[config.mk]
export PLATFORM = sky130hd
export DESIGN_NAME = nv_mem_loader_flat
export DESIGN_NICKNAME = d
export VERILOG_FILES = /design/src/rtl/nv_mem_loader_if.sv /design/src/rtl/nv_mem_loader.sv /design/src/flat_wrapper.sv
export SDC_FILE = /design/constraint.sdc
export NUM_CORES = 1
export LEC_CHECK = 0
export BUFFER_PORTS_ARGS = -buffer_cell sky130_fd_sc_hd__buf_4
export CORE_ASPECT_RATIO = 0.8
export CORE_UTILIZATION = 57
export CTS_CLUSTER_SIZE = 8
export DETAILED_ROUTE_END_ITERATION = 6
export HOLD_SLACK_MARGIN = 0.05
export MAX_ROUTING_LAYER = met4
export PLACE_DENSITY = 0.79
export RECOVER_POWER = 25
export SLEW_MARGIN = 10
export SYNTH_ARGS = -nofsm -noshare
export SYNTH_HDL_FRONTEND = slang
export SYNTH_SLANG_ARGS = --single-unit
[constraint.sdc]
create_clock -name clk -period 2.15 [get_ports clk]
set_input_delay 0.3225 -clock clk [delete_from_list [all_inputs] [get_ports clk]]
set_output_delay 0.3225 -clock clk [all_outputs]
set_load 0.01 [all_outputs]
[src/rtl/nv_mem_loader_if.sv]
// Byte-stream input and memory write port of the non-volatile memory loader.
// Latency: none, signal bundle only.
// Backpressure: s_ready qualifies s_valid/s_data; the memory side has no backpressure.
interface nv_mem_loader_if #(
    parameter int ADDR_W = 8,
    parameter int DATA_W = 64,
    parameter int BYTE_W = 8
);
    logic              s_valid;
    logic              s_ready;
    logic [BYTE_W-1:0] s_data;
    logic              mem_w;
    logic [ADDR_W-1:0] mem_addr;
    logic [DATA_W-1:0] mem_data;
    logic              busy;
    logic              done;
    logic              err;

    // Stream source and memory-side observer
    modport master (
        output s_valid, s_data,
        input  s_ready, mem_w, mem_addr, mem_data, busy, done, err
    );

    // The loader itself
    modport slave (
        input  s_valid, s_data,
        output s_ready, mem_w, mem_addr, mem_data, busy, done, err
    );
endinterface

[src/rtl/nv_mem_loader.sv]
// Write sequencer: header (addr, count) then payload bytes packed MSB first into words, one mem_w strobe per word.
// Latency: mem_w rises the cycle after the last byte of a word; done follows the final write (or checksum byte).
// Backpressure: s_ready drops for one WRITE cycle per word and in DONE; optional trailing checksum under NV_MEM_LOADER_CHECKSUM_EN.
module nv_mem_loader #(
    parameter int ADDR_W = 8,
    parameter int DATA_W = 64,
    parameter int BYTE_W = 8
) (
    input  logic            clk,
    input  logic            rst_n,
    nv_mem_loader_if.slave  bus
);
    localparam int NBYTES = DATA_W / BYTE_W;
    localparam int IDX_W  = (NBYTES > 1) ? $clog2(NBYTES) : 1;
    localparam int REM_W  = ADDR_W + 1;   // holds 2^ADDR_W for a zero count field
    localparam int ACC_W  = DATA_W - BYTE_W;

`ifdef NV_MEM_LOADER_CHECKSUM_EN
    typedef enum logic [2:0] {IDLE, HDR_CNT, DATA, WRITE, CHK, DONE} state_t;
`else
    typedef enum logic [2:0] {IDLE, HDR_CNT, DATA, WRITE, DONE} state_t;
`endif

    state_t            state_q, state_d;
    logic              xfer;
    logic              last_byte;
    logic              ready_d;

    logic [ADDR_W-1:0] addr_q;
    logic [REM_W-1:0]  rem_q;
    logic [IDX_W-1:0]  idx_q;
    // Only the first NBYTES-1 bytes are buffered; the last byte goes straight into mem_data.
    logic [ACC_W-1:0]  acc_q;

    logic              s_ready_q;
    logic              mem_w_q;
    logic [ADDR_W-1:0] mem_addr_q;
    logic [DATA_W-1:0] mem_data_q;
    logic              busy_q;
    logic              done_q;

    assign xfer      = bus.s_valid && s_ready_q;
    assign last_byte = (idx_q == IDX_W'(NBYTES - 1));

    // State register
    always_ff @(posedge clk or negedge rst_n) begin
        if (!rst_n) state_q <= IDLE;
        else        state_q <= state_d;
    end

    // Next-state decode and the ready value for the coming cycle
    always_comb begin
        state_d = state_q;
        ready_d = 1'b0;
        case (state_q)
            IDLE:    if (xfer) state_d = HDR_CNT;
            HDR_CNT: if (xfer) state_d = DATA;
            DATA:    if (xfer && last_byte) state_d = WRITE;
            WRITE: begin
                if (rem_q == REM_W'(1)) begin
`ifdef NV_MEM_LOADER_CHECKSUM_EN
                    state_d = CHK;
`else
                    state_d = DONE;
`endif
                end else begin
                    state_d = DATA;
                end
            end
`ifdef NV_MEM_LOADER_CHECKSUM_EN
            CHK:     if (xfer) state_d = DONE;
`endif
            DONE:    state_d = IDLE;
            default: state_d = IDLE;
        endcase
        case (state_d)
            IDLE, HDR_CNT, DATA: ready_d = 1'b1;
`ifdef NV_MEM_LOADER_CHECKSUM_EN
            CHK:                 ready_d = 1'b1;
`endif
            default:             ready_d = 1'b0;
        endcase
    end

    // Registered status/strobe outputs, derived from the state being entered
    always_ff @(posedge clk or negedge rst_n) begin
        if (!rst_n) begin
            s_ready_q <= 1'b0;
            mem_w_q   <= 1'b0;
            busy_q    <= 1'b0;
            done_q    <= 1'b0;
        end else begin
            s_ready_q <= ready_d;
            mem_w_q   <= (state_d == WRITE);
            busy_q    <= (state_d != IDLE);
            done_q    <= (state_d == DONE);
        end
    end

    // Header capture, word assembly, address/count stepping
    always_ff @(posedge clk or negedge rst_n) begin
        if (!rst_n) begin
            addr_q     <= '0;
            rem_q      <= '0;
            idx_q      <= '0;
            acc_q      <= '0;
            mem_addr_q <= '0;
            mem_data_q <= '0;
        end else begin
            case (state_q)
                IDLE: begin
                    if (xfer) addr_q <= ADDR_W'(bus.s_data);
                end
                HDR_CNT: begin
                    if (xfer) begin
                        if (ADDR_W'(bus.s_data) == '0) rem_q <= {1'b1, {ADDR_W{1'b0}}};
                        else                           rem_q <= {1'b0, ADDR_W'(bus.s_data)};
                        idx_q <= '0;
                    end
                end
                DATA: begin
                    if (xfer) begin
                        acc_q <= {acc_q[ACC_W-BYTE_W-1:0], bus.s_data};
                        idx_q <= last_byte ? '0 : idx_q + IDX_W'(1);
                        if (last_byte) begin
                            mem_addr_q <= addr_q;
                            mem_data_q <= {acc_q, bus.s_data};
                        end
                    end
                end
                WRITE: begin
                    addr_q <= addr_q + ADDR_W'(1);
                    rem_q  <= rem_q - REM_W'(1);
                end
                default: ;
            endcase
        end
    end

`ifdef NV_MEM_LOADER_CHECKSUM_EN
    logic [BYTE_W-1:0] csum_q;
    logic              err_q;

    // Running XOR over payload bytes; err is sticky until the next header starts
    always_ff @(posedge clk or negedge rst_n) begin
        if (!rst_n) begin
            csum_q <= '0;
            err_q  <= 1'b0;
        end else begin
            case (state_q)
                IDLE: begin
                    if (xfer) begin
                        csum_q <= '0;
                        err_q  <= 1'b0;
                    end
                end
                DATA: if (xfer) csum_q <= csum_q ^ bus.s_data;
                CHK:  if (xfer && (bus.s_data != csum_q)) err_q <= 1'b1;
                default: ;
            endcase
        end
    end

    assign bus.err = err_q;
`else
    assign bus.err = 1'b0;
`endif

    assign bus.s_ready  = s_ready_q;
    assign bus.mem_w    = mem_w_q;
    assign bus.mem_addr = mem_addr_q;
    assign bus.mem_data = mem_data_q;
    assign bus.busy     = busy_q;
    assign bus.done     = done_q;
endmodule

[src/flat_wrapper.sv]
// flat-port wrapper written by rule: the top's interface ports become plain ports
module nv_mem_loader_flat 
#(
    parameter int ADDR_W = 8,
    parameter int DATA_W = 64,
    parameter int BYTE_W = 8
)
  (clk, rst_n, bus_s_valid, bus_s_data, bus_s_ready, bus_mem_w, bus_mem_addr, bus_mem_data, bus_busy, bus_done, bus_err);
  nv_mem_loader_if #(.ADDR_W(ADDR_W), .DATA_W(DATA_W), .BYTE_W(BYTE_W)) bus_i ();
  input  logic clk;
  input  logic rst_n;
  input wire logic [$bits(bus_i.s_valid)-1:0] bus_s_valid;
  input wire logic [$bits(bus_i.s_data)-1:0] bus_s_data;
  output wire logic [$bits(bus_i.s_ready)-1:0] bus_s_ready;
  output wire logic [$bits(bus_i.mem_w)-1:0] bus_mem_w;
  output wire logic [$bits(bus_i.mem_addr)-1:0] bus_mem_addr;
  output wire logic [$bits(bus_i.mem_data)-1:0] bus_mem_data;
  output wire logic [$bits(bus_i.busy)-1:0] bus_busy;
  output wire logic [$bits(bus_i.done)-1:0] bus_done;
  output wire logic [$bits(bus_i.err)-1:0] bus_err;
  assign bus_i.s_valid = bus_s_valid;
  assign bus_i.s_data = bus_s_data;
  assign bus_s_ready = bus_i.s_ready;
  assign bus_mem_w = bus_i.mem_w;
  assign bus_mem_addr = bus_i.mem_addr;
  assign bus_mem_data = bus_i.mem_data;
  assign bus_busy = bus_i.busy;
  assign bus_done = bus_i.done;
  assign bus_err = bus_i.err;
  nv_mem_loader #(.ADDR_W(ADDR_W), .DATA_W(DATA_W), .BYTE_W(BYTE_W)) u_core (.clk(clk), .rst_n(rst_n), .bus(bus_i));
endmodule
Word-level counts from Yosys, hierarchy flattened
Cells that the tools add are included.
W data, S select, Z words.

word-level totals
  register bits after elaboration = 155
  output and inout port bits = 77

cells by class
  muxes and demuxes = 15
  add/subtract/negate cells = 3
  reductions and logical operators = 15
  equal/unequal tests = 12

operators by type and width
  operator               count
  $mux W3                7
  $mux W9                2
  $pmux W9 S2            1
  $pmux W8 S2            1
  $eq A3 B2 Y1 const B   4
  $pmux W3 S4            1
  $eq A9 B1 Y1 const B   1
  $sub A9 B1 Y9 const B  1
  $add A8 B1 Y8 const B  1
  $logic_not A8 Y1       1
  $mux W8                1
  $eq A3 B1 Y1 const B   2
  $eq A3 B3 Y1 const B   2
  $logic_not A3 Y1       2
  $ne A2 B1 Y1 const B   3
  $pmux W3 S2            1
  $reduce_and A2 Y1      3
  $reduce_and A3 Y1      2
  $reduce_bool A2 Y1     3
  $add A3 B1 Y3 const B  1
  $reduce_bool A3 Y1     1
  $reduce_or A3 Y1       1
  $logic_and A1 B1 Y1    2
  $mux W1                1

Depth between registers and ports, before layout
Gate-level depths: netlist of the first run.

  depth in word-level cells = 7
  gate-level depth with buffers = 7
  gate-level depth less buffers = 6

Worst setup path before layout of the first run
Ideal clock, no wire load.

  kind = register to register
  start = register u_core.state_q[1]
  end = register u_core.acc_q[26]
  period minus slack after synthesis = 1,813 ps
  stages on the path, launching flop included = 7
  arrival = 1,688 ps
  slack = 337 ps
  required time = 2,025 ps
  library setup time = 125 ps
  path through = dfrtp_1 > buf_2 > or3b_1 > nor2_2 > buf_2 > buf_4 > mux2_2

on the way
  longest elaborated chain between the ends = 2

RTL lines
  what                                RTL line              text
  start: declaration                  nv_mem_loader.sv:24   state_t state_q, state_d;
  start signal: assignment            nv_mem_loader.sv:48   else state_q <= state_d;
  $eq A3 B2 Y1                        nv_mem_loader.sv:110  case (state_q)
  $reduce_and A2 Y1 (no source line)  -
  end signal: assignment              nv_mem_loader.sv:123  acc_q <= {acc_q[ACC_W-BYTE_W-1:0], bus.s_data};
  end: declaration                    nv_mem_loader.sv:33   logic [ACC_W-1:0] acc_q;

Every way passes these cells.
A chain may end at the register's enable or synchronous reset.

Worst setup path in the final report of the first run
  start = register u_core.state_q[1]
  end = register u_core.mem_data_q[43] (netlist: u_core.bus.mem_data[43])

on the way
  longest elaborated chain between the ends = 2

RTL lines
  what                                RTL line              text
  $eq A3 B2 Y1                        nv_mem_loader.sv:110
  $reduce_and A3 Y1 (no source line)  -
  end signal: assignment              nv_mem_loader.sv:127  mem_data_q <= {acc_q, bus.s_data};
  end: declaration                    nv_mem_loader.sv:38   logic [DATA_W-1:0] mem_data_q;

Every way passes these cells.

==> reports/qor.yml, run 1 <==
status: "finished, final reports clean"
min-delay-start: "bus_s_data[5]"
n_antenna_cell: 0
syn-mean-instance-area_sq_um: 14.75
hold_viol_final: 0
rows: 33
cpLargestDelayFamily: "simple AND/OR/NAND/NOR gates"
cts.sinks: 155
r2r-end: "u_core.bus.mem_data[43]"
reg2regPathDepth: 5
port_buffers: 86
worstSetupEndpointType: "register"
synth_nets: 437
critPathBufInv: 1
routedWlPerCell_um: 18.78
grt_pass1_vias: 3835
die-height_um: 95.37
finalSetupViolCount: 0
grt_use_total_pct: 24.78
synth_edf_count: 0
maxCapViolations: 0
drt_iter0_markers: 192
fmax_mhz: 508.4
reg2reg_from: "u_core.state_q[1]"
core_area_sq_mm: 0.01041
vias_per_cell: 5.755
required_ns: 2.44
finalSetupTns_ns: 0
r2r_slack_ns: 0.18
worstHoldEndpoint: "u_core.addr_q[5]"
postSynthCellCount: 421
maxSlewViolCount: 0
dp_hpwl_um: 8307
antenna_found_initial: 0
path_cells: "or3b_1, nor2_4, nand2_4, buf_4, mux2_2"
grt_max_degree: 58
synth_warnings: 0
yosysSeqAreaShare_pct: 62.45
cts_setup_buffers: 0
final_cell_mix: "dfrtp_1 (155), mux2_2 (118), buf_4 (91)"
first_pass_iters: 5
layout.nets: 533
path_clk_slew_ns: 0.06
cpMaxStageDelayCell: "dfrtp_1"
min_period_ns: 1.967
synth-seq-cells: 155
vias: 3856
whs_path_depth: 2
drtAntennaViolNets: 0
area_growth_pct: 24.19
async_reset_ff_share_pct: 100.0
use_met2_pct: 37.43
grtUsageMet1_pct: 33.83
dieArea_sq_mm: 0.01132
criticalPathCategory: "register to register"
vdd_drop_max_uv: 1366
cts_root_buf: "clkbuf_16"
worst_pin_slew_ns: 0.7395
cts-resized-gates: 0
grt_overflow: 0
power_density_mw_per_mm2: 1359
netlist-cell-type-count: 44
start_util_pct: 59.69
cts_made_buffers: 17
io_pins: 88
arrival_ns: 2.25
layout-drive-gt1-share_pct: 48.68
layout_commonest_cell: "dfrtp_1"
wirelength_um: 12580
busiest_layer: "met2"
clk_latency_ns: 0.41
gr-usage-met3_pct: 5.801
rsz0062_at_grt: "false"
grt_pass1_wl_um: 20290
clock_skew_ns: 0.006596
die_w_um: 118.7
max-clock-path-buffers: 2
slowest_delay_ns: 0.47
slew_headroom_pct: 50.70
drcViolationCount: 0
htree_levels: 4
startpoint_type: "register"
p_leak_uw: 0.003888
gp_congestion: 0.8058
hold_class: "input port to register"
ys.flop_type: "dfrtp_1"
syn_area_sq_mm: 0.006211
critPathMaxFanout: 23
cts_tree: "built"
min_period_over_period_pct: 91.49
final_util_pct: 74.13
==> report_power, final <==
group	switching, uW	internal [uW]	total (uW)
sequential	779	3840	4610
combinational	1090	1400	2490
clock	1170	2220	3380
==> synth_stat cells, drive strengths merged (5+ instances only) <==
library cell	instances	share of area, %
o21ai	7	0.56
clkbuf	5	0.30
buf	16	1.7
ha	5	1.0
and3	5	0.50
o211ai	5	0.60
mux2	128	24
inv	5	0.30
nor2	16	1.0
nand2	17	1.1
nor4	5	0.50
nand3	7	0.56
dfrtp	155	62
a221o	7	1.1
==> stage by stage <==
| stage | total power (uW) | hold slack [ns] | cell area (sq um) | cells | worst slack, ns |
|---|---|---|---|---|---|
| floorplan | 6102 | 0.02691 | 6211 | 421 | 0.3374 |
| global placement | 6916 | 0.3233 | 7044 | 637 | 0.3001 |
| detailed placement | 7091 | 0.3322 | 7044 | 637 | 0.2195 |
| CTS | 10530 | 0.1781 | 7734 | 670 | 0.2094 |
| global route | 10990 | 0.1803 | 7714 | 670 | 0.1341 |
| finish | 10480 | 0.1954 | 7714 | 670 | 0.1830 |
==> timing repair <==
action,4_1_cts,5_1_grt
setup endpoints to repair,0,0
hold endpoints to repair,53,0
hold buffers,1,0
==> worst max path at each step <==
stage | from | to | slack (ns) | depth (start not counted)
2_1_floorplan | u_core.state_q[1] | u_core.acc_q[26] | 0.34 | 6
3_3_place_gp | u_core.state_q[2] | u_core.bus.mem_data[49] | 0.30 | 5
3_5_place_dp | u_core.state_q[1] | u_core.bus.mem_data[45] | 0.22 | 5
4_1_cts | u_core.state_q[1] | u_core.bus.mem_data[43] | 0.21 | 5
5_1_grt | u_core.state_q[1] | u_core.bus.mem_data[43] | 0.13 | 5
6_report | u_core.state_q[1] | u_core.bus.mem_data[43] | 0.18 | 5
==> final cells by class <==
class                   instances  area, sq um
flip-flops and latches        155         3879
fillers                       692         2691
multi-input cells             239         2198
repair buffers                 98        759.5
clock buffers                  18        439.2
clock inverters                14        240.2
well taps                     140        175.2
inverters                       6        22.52
==> cell families (layout without fill, tap and decap cells) <==
| logic type | after synthesis | count (layout) | synth area share, % |
|---|---|---|---|
| multiplexers | 128 | 128 | 23.81 |
| buffers and inverters | 27 | 136 | 2.317 |
| other | 1 | 1 | 0.06038 |
| flip-flops | 155 | 155 | 62.45 |
| adder cells (fa/ha/maj) | 5 | 5 | 1.007 |
| AO/OA/AOI/OAI | 40 | 40 | 5.016 |
| AND/OR/NAND/NOR | 65 | 65 | 5.339 |
==> sequential cells by signal, indices dropped and copies added, names as in the netlist, 3 cells and up <==
signal,cells
u_core.bus.mem_data,64
u_core.acc_q,56
u_core.rem_q,9
u_core.addr_q,8
u_core.bus.mem_addr,8
u_core.idx_q,3
u_core.state_q,3
==> routing by layer <==
| metal | up-vias | part of all wire [%] |
|---|---|---|
| li1 | 1725 | - |
| met1 | 2017 | 47 |
| met2 | 108 | 48 |
| met3 | 6 | 4.8 |
| met4 | 0 | 0.72 |
| met5 | - | 0 |
Power figures use the tool's default switching activity.
==> inputs of run 2 (changes only) <==
--- a/config.mk
+++ b/config.mk
@@ -7,12 +7,12 @@
 export LEC_CHECK = 0
 export BUFFER_PORTS_ARGS = -buffer_cell sky130_fd_sc_hd__buf_4
 export CORE_ASPECT_RATIO = 0.8
-export CORE_UTILIZATION = 57
+export CORE_UTILIZATION = 60
 export CTS_CLUSTER_SIZE = 8
 export DETAILED_ROUTE_END_ITERATION = 6
 export HOLD_SLACK_MARGIN = 0.05
 export MAX_ROUTING_LAYER = met4
-export PLACE_DENSITY = 0.79
+export PLACE_DENSITY = 0.83
 export RECOVER_POWER = 25
 export SLEW_MARGIN = 10
 export SYNTH_ARGS = -nofsm -noshare
==> constraint.sdc (replaced) <==
create_clock -name clk -period 2.5 [get_ports clk]
set_input_delay 0.375 -clock clk [delete_from_list [all_inputs] [get_ports clk]]
set_output_delay 0.375 -clock clk [all_outputs]
set_load 0.01 [all_outputs]
==> run 2 against run 1 <==
Against the previous run:
- cell count is 1.3% lower
- register-to-register slack better by 0.36 ns
- fmax is 0.39% higher
- routed wire length is 4.1% higher
- die area is 4.9% lower
- first-iteration DRC count is 55% higher
- via count is 0.44% higher
- count of clock-buffer cells in the layout is 6 higher
- sequential share of layout area is 1.3 points higher
- combinational power is 16% lower
- critical path type unchanged
- critical endpoint is now u_core.bus.mem_data[52]
- largest power group unchanged
==> reports/qor.yml, run 2 (synthesis gave the netlist of run 1 again) <==
cts_setup_buffers: 0  # unchanged
wirelength_um: 13100  # +4.1%
core_area_sq_mm: 0.009849  # -5.3%
antenna_found_initial: 0  # unchanged
fillers: 610  # -12%
layout_commonest_cell: "dfrtp_1"
drcViolationCount: 0  # unchanged
final_cell_mix: "dfrtp_1 (155), mux2_2 (118), buf_4 (64)"
largest_register_ffs: 64  # unchanged
grt_use_total_pct: 27.47  # +2.7 points
path_clk_slew_ns: 0.07  # about the same
status: "finished, final reports clean"
cts_root_buf: "clkbuf_16"
criticalPathCategory: "register to register"
drt_iter0_markers: 297  # +55%
min_period_ns: 1.959  # -0.007673 ns
cts_made_buffers: 17  # unchanged
gr-usage-met3_pct: 7.388  # +1.6 points
finalSetupViolCount: 0  # unchanged
routedWlPerCell_um: 19.82  # +5.5%
die_w_um: 115.8  # -2.5%
maxSlewViolCount: 0  # unchanged
r2r_slack_ns: 0.54  # +0.36 ns
vias: 3873  # +0.44%
dieArea_sq_mm: 0.01076  # -4.9%
clock_skew_ns: 0.01114  # +0.004544 ns
dp_hpwl_um: 8473  # +2.0%
worst_pin_slew_ns: 0.6870  # -0.05249 ns
grt_max_degree: 74  # +28%
vdd_drop_max_uv: 686.1  # -50%
design_area_sq_mm: 0.007522  # -2.5%
critPathMaxFanout: 35  # +52%
htree_levels: 4  # unchanged
maxCapViolations: 0  # unchanged
start_util_pct: 63.06  # +3.4 points
max-clock-path-buffers: 2  # unchanged
fmax_mhz: 510.4  # +0.39%
grtUsageMet1_pct: 35.93  # +2.1 points
finalSetupTns_ns: 0  # unchanged
rsz0062_at_grt: "false"
worstSetupEndpointType: "register"
grt_overflow: 0  # unchanged
power_density_mw_per_mm2: 1151  # -15%
drtAntennaViolNets: 0  # unchanged
vias_per_cell: 5.859  # +1.8%
grt_pass1_vias: 3904  # +1.8%
busiest_layer: "met2"
min_period_over_period_pct: 78.37  # -13 points
startpoint_type: "register"
area_growth_pct: 21.11
use_met2_pct: 41.62  # +4.2 points
rows: 32  # -3.0%
layout.nets: 528  # -0.94%
required_ns: 2.79  # +0.35 ns
slew_headroom_pct: 54.20  # +3.5 points
cts_tree: "built"
hold_viol_final: 0  # unchanged
io_pins: 88  # unchanged
port_buffers: 86  # unchanged
gp_congestion: 0.8322  # +3.3%
cts.sinks: 155  # unchanged
grt_pass1_wl_um: 20740  # +2.2%
arrival_ns: 2.25  # about the same
hold_class: "input port to register"
n_antenna_cell: 0  # unchanged
first_pass_iters: 5  # unchanged
p_leak_uw: 0.003729  # -4.1%
layout-drive-gt1-share_pct: 43.43  # -5.3 points
die-height_um: 93  # -2.5%
clk_latency_ns: 0.42  # about the same
place_area_sq_mm: 0.007002  # -0.60%
run 2: changes by cell type in the layout (fill, tap and decap cells not counted), sizes merged:
cell,before,now
clkbuf,21,48
buf,94,68
bufinv,6,2
clkinv,5,3
clkinvlp,2,3
inv,7,6
run 2: stage by stage:
step | utilization (%) | std cells | hold slack [ns] | power, uW | setup WS, ns
final | 76.37 | 661 | 0.2375 | 8659 | 0.5407
after global routing | 76.37 | 661 | 0.2231 | 9076 | 0.4915
after CTS | 77.29 | 661 | 0.2221 | 8730 | 0.5438
after detailed placement | 71.09 | 628 | 0.4417 | 6107 | 0.5763
after global placement | 71.09 | 628 | 0.4334 | 5912 | 0.6356
after floorplan | - | 421 | 0.07941 | 5248 | 0.6874
run 2: worst paths after layout:
path	depth (start not counted)	from	end
max	5	u_core.idx_q[0]	u_core.bus.mem_data[52]
max in group asynchronous	3	rst_n	u_core.addr_q[7]
min reg2reg	1	u_core.bus.mem_data[40]	u_core.bus.mem_data[40]
min	2	bus_s_data[5]	u_core.bus.mem_data[5]
max reg2reg	5	u_core.idx_q[0]	u_core.bus.mem_data[52]
min in group asynchronous	2	rst_n	u_core.bus.s_ready
run 2: cell type report:
class                           instances  area, sq um  share of cell area, %
Clock inverter                          8        108.9                  1.447
Timing Repair Buffer                   93        651.9                  8.666
Clock buffer                           24        491.7                  6.537
Tap cell                              136        170.2                  2.262
Multi-Input combinational cell        239         2198                  29.22
Inverter                                6        22.52                 0.2994
Sequential cell                       155         3879                  51.56
run 2: power breakdown:
group / total, uW / leakage (uW) / internal (uW) / switching (uW)
sequential: 4000 / 0.00202 / 3300 / 702
combinational: 2080 / 0.00143 / 1140 / 941
clock: 2580 / 0.000283 / 1580 / 997
total: 8660 / 0.00373 / 6020 / 2640
run 2: timing repair:
action,in CTS,in global routing
hold endpoints to repair,71,0
resized for setup,0,0
hold buffers,1,0
run 2: layer usage:
metal	wire length, um	part of all wire, %
met4	260	2.0
met1	5832	45
met5	0	0
met2	6284	48
met3	722	5.5
run 2: worst max-delay path, stage by stage (launching register included):
cell     delay (ns)
dfrtp_1        0.42
ha_1           0.23
ha_1           0.24
nand2_4        0.09
buf_4          0.43
mux2_2         0.41
==> inputs of run 3 (changes only) <==
--- a/config.mk
+++ b/config.mk
@@ -7,12 +7,12 @@
 export LEC_CHECK = 0
 export BUFFER_PORTS_ARGS = -buffer_cell sky130_fd_sc_hd__buf_4
 export CORE_ASPECT_RATIO = 0.8
-export CORE_UTILIZATION = 60
+export CORE_UTILIZATION = 57
 export CTS_CLUSTER_SIZE = 8
 export DETAILED_ROUTE_END_ITERATION = 6
 export HOLD_SLACK_MARGIN = 0.05
 export MAX_ROUTING_LAYER = met4
-export PLACE_DENSITY = 0.83
+export PLACE_DENSITY = 0.79
 export RECOVER_POWER = 25
 export SLEW_MARGIN = 10
 export SYNTH_ARGS = -nofsm -noshare
==> constraint.sdc (replaced) <==
create_clock -name clk -period 2 [get_ports clk]
set_input_delay 0.3 -clock clk [delete_from_list [all_inputs] [get_ports clk]]
set_output_delay 0.3 -clock clk [all_outputs]
set_load 0.01 [all_outputs]
==> run 3 against run 2 <==
Against the previous run:
- die area grew 5.2%
- count of clock-buffer cells in the layout fell by 2
- utilization fell by 2.8 points
- critical path depth is the same
- register-to-register slack worse by 0.43 ns
- highest routed layer unchanged
- sequential power grew 24%
- via count decreased by 0.23%
- global-route usage fell by 2.5 points
- fmax is 3.6% higher
- combinational power up 29%
- cell count is 1.4% higher
- setup slack got worse by 0.43 ns
==> reports/qor.yml, run 3 (synthesis gave the netlist of run 1 again) <==
maxCapViolations: 0  # unchanged
first_pass_iters: 4  # -1
grt_use_total_pct: 25.00  # -2.5 points
criticalPathCategory: "register to register"
seqPwrFrac_pct: 45.9  # -0.3 points
r2r-end: "u_core.bus.mem_data[8]"
clock_skew_ns: 0.009720  # -0.001419 ns
cts.sinks: 155  # unchanged
gp_congestion: 0.8147  # -2.1%
netSwitchingFraction_pct: 29.87  # -0.62 points
p_leak_uw: 0.003865  # +3.6%
p_sw_uw: 3223  # +22%
startpoint_type: "register"
cts_made_buffers: 17  # unchanged
grt_pass1_vias: 3838  # -1.7%
start_util_pct: 59.69  # -3.4 points
design_area_sq_mm: 0.007660  # +1.8%
power_density_mw_per_mm2: 1409  # +22%
drtAntennaViolNets: 0  # unchanged
grt_overflow: 0  # unchanged
rsz0062_at_grt: "false"
worstHoldEndpoint: "u_core.addr_q[6]"
critPathBufInv: 1  # unchanged
cts_root_buf: "clkbuf_16"
final_util_pct: 73.62  # -2.8 points
vias: 3864  # -0.23%
drcViolationCount: 0  # unchanged
p_int_uw: 7567  # +26%
rows: 33  # +3.1%
slew_headroom_pct: 20.21  # -34 points
vdd_drop_max_uv: 699.9  # +2.0%
grt_max_degree: 58  # -22%
clk_latency_ns: 0.41  # about the same
die-height_um: 95.37  # +2.5%
clockPowerShare_pct: 29.2  # -0.6 points
vias_per_cell: 5.767  # -1.6%
whs_path_depth: 3  # +1
fin_cells: 670  # +1.4%
worst_pin_slew_ns: 1.197  # +0.5098 ns
cpMaxStageDelayCell: "dfrtp_2"
worstSetupEndpointType: "register"
cts_tree: "built"
layout-drive-gt1-share_pct: 49.06  # +5.6 points
port_buffers: 86  # unchanged
arrival_ns: 2.18  # -0.07 ns
cts_setup_buffers: 0  # unchanged
min_period_ns: 1.892  # -0.06779 ns
hold_viol_final: 0  # unchanged
dp.cells: 637  # +1.4%
routedWlPerCell_um: 18.48  # -6.7%
place_area_sq_mm: 0.007069  # +0.96%
final_cell_mix: "dfrtp_1 (154), mux2_2 (118), buf_4 (91)"
maxSlewViolCount: 0  # unchanged
reg2regPathDepth: 5  # unchanged
grt_pass1_wl_um: 20570  # -0.83%
min-delay-start: "bus_s_data[6]"
core_area_sq_mm: 0.01041  # +5.6%
area_growth_pct: 23.33
slowest_delay_ns: 0.43  # about the same
combPwrFrac_pct: 24.9  # +0.9 points
largest_register_ffs: 64  # unchanged
hold_class: "input port to register"
layout.nets: 533  # +0.95%
path_clk_slew_ns: 0.06  # about the same
dieArea_sq_mm: 0.01132  # +5.2%
antenna_found_initial: 0  # unchanged
wirelength_um: 12380  # -5.5%
drt_iter0_markers: 254  # -14%
dp_hpwl_um: 8139  # -3.9%
cpLargestDelayFamily: "simple AND/OR/NAND/NOR gates"
finalSetupTns_ns: 0  # unchanged
r2r_slack_ns: 0.11  # -0.43 ns
die_w_um: 118.7  # +2.6%
status: "finished, final reports clean"
fmax_mhz: 528.7  # +3.6%
min_period_over_period_pct: 94.58  # +16 points
finalSetupViolCount: 0  # unchanged
layout_commonest_cell: "dfrtp_1"
reg2reg_from: "u_core.state_q[1]"
max-clock-path-buffers: 2  # unchanged
htree_levels: 4  # unchanged
n_antenna_cell: 0  # unchanged
critPathMaxFanout: 13  # -63%
required_ns: 2.29  # -0.50 ns
crit_path_start: "u_core.state_q[1]"
path_cells: "or3b_1, nor2_4, nand2_4, clkinv_1, mux2_2"
io_pins: 88  # unchanged
[run 3: repair_timing]
| item | 4_1_cts | 5_1_grt |
|---|---|---|
| endpoints found under the setup margin | 0 | 6 |
| resized for setup | 0 | 2 |
| hold buffers | 1 | 0 |
| hold endpoints to repair | 45 | 0 |
[run 3: power groups by stage]
stage,logic [uW],registers (uW),clock network (uW)
CTS,2690,4930,3200
finish,2680,4960,3150
detailed placement,2650,4960,0
global route,2950,5090,3340
global placement,2520,4910,0
floorplan,1810,4750,0
[run 3: metrics by stage]
stage          setup WS [ns]  power, uW  hold slack (ns)
2_1_floorplan         0.1874       6560         0.004409
3_3_place_gp          0.1708       7429           0.2654
3_5_place_dp          0.1116       7604           0.2652
4_1_cts              0.06709      10820           0.1503
5_1_grt              0.03371      11370           0.1588
6_report              0.1085      10790           0.1635
[run 3: worst max-delay path by stage]
stage,to,slack (ns),cells past startpoint
after global placement,u_core.bus.mem_data[2],0.17,5
after detailed placement,u_core.bus.mem_data[40],0.11,5
final,u_core.bus.mem_data[8],0.11,5
after floorplan,u_core.acc_q[26],0.19,6
after global routing,u_core.bus.mem_data[8],0.03,5
after CTS,u_core.bus.mem_data[8],0.07,5
[run 3: layout make-up]
| class | count | area, sq um |
|---|---|---|
| clock buffers | 22 | 474.2 |
| clock inverters | 10 | 115.1 |
| fillers | 681 | 2745 |
| inverters | 6 | 22.52 |
| multi-input cells | 239 | 2203 |
| flip-flops and latches | 155 | 3880 |
| well taps | 140 | 175.2 |
| repair buffers | 98 | 789.5 |
[run 3: metal layers]
| layer | GRT usage [%] | wire (um) | vias up |
|---|---|---|---|
| met2 | 36.65 | 5723 | 142 |
| met3 | 5.622 | 642 | 14 |
| met4 | 10.02 | 194 | 0 |
| met1 | 34.23 | 5822 | 1975 |
| li1 | - | - | 1733 |
| met5 | - | 0 | - |
[run 3: worst min-delay path: stages]
cell and delay (ns):
buf_4 0.11, nand2_1 0.05, o311ai_0 0.07
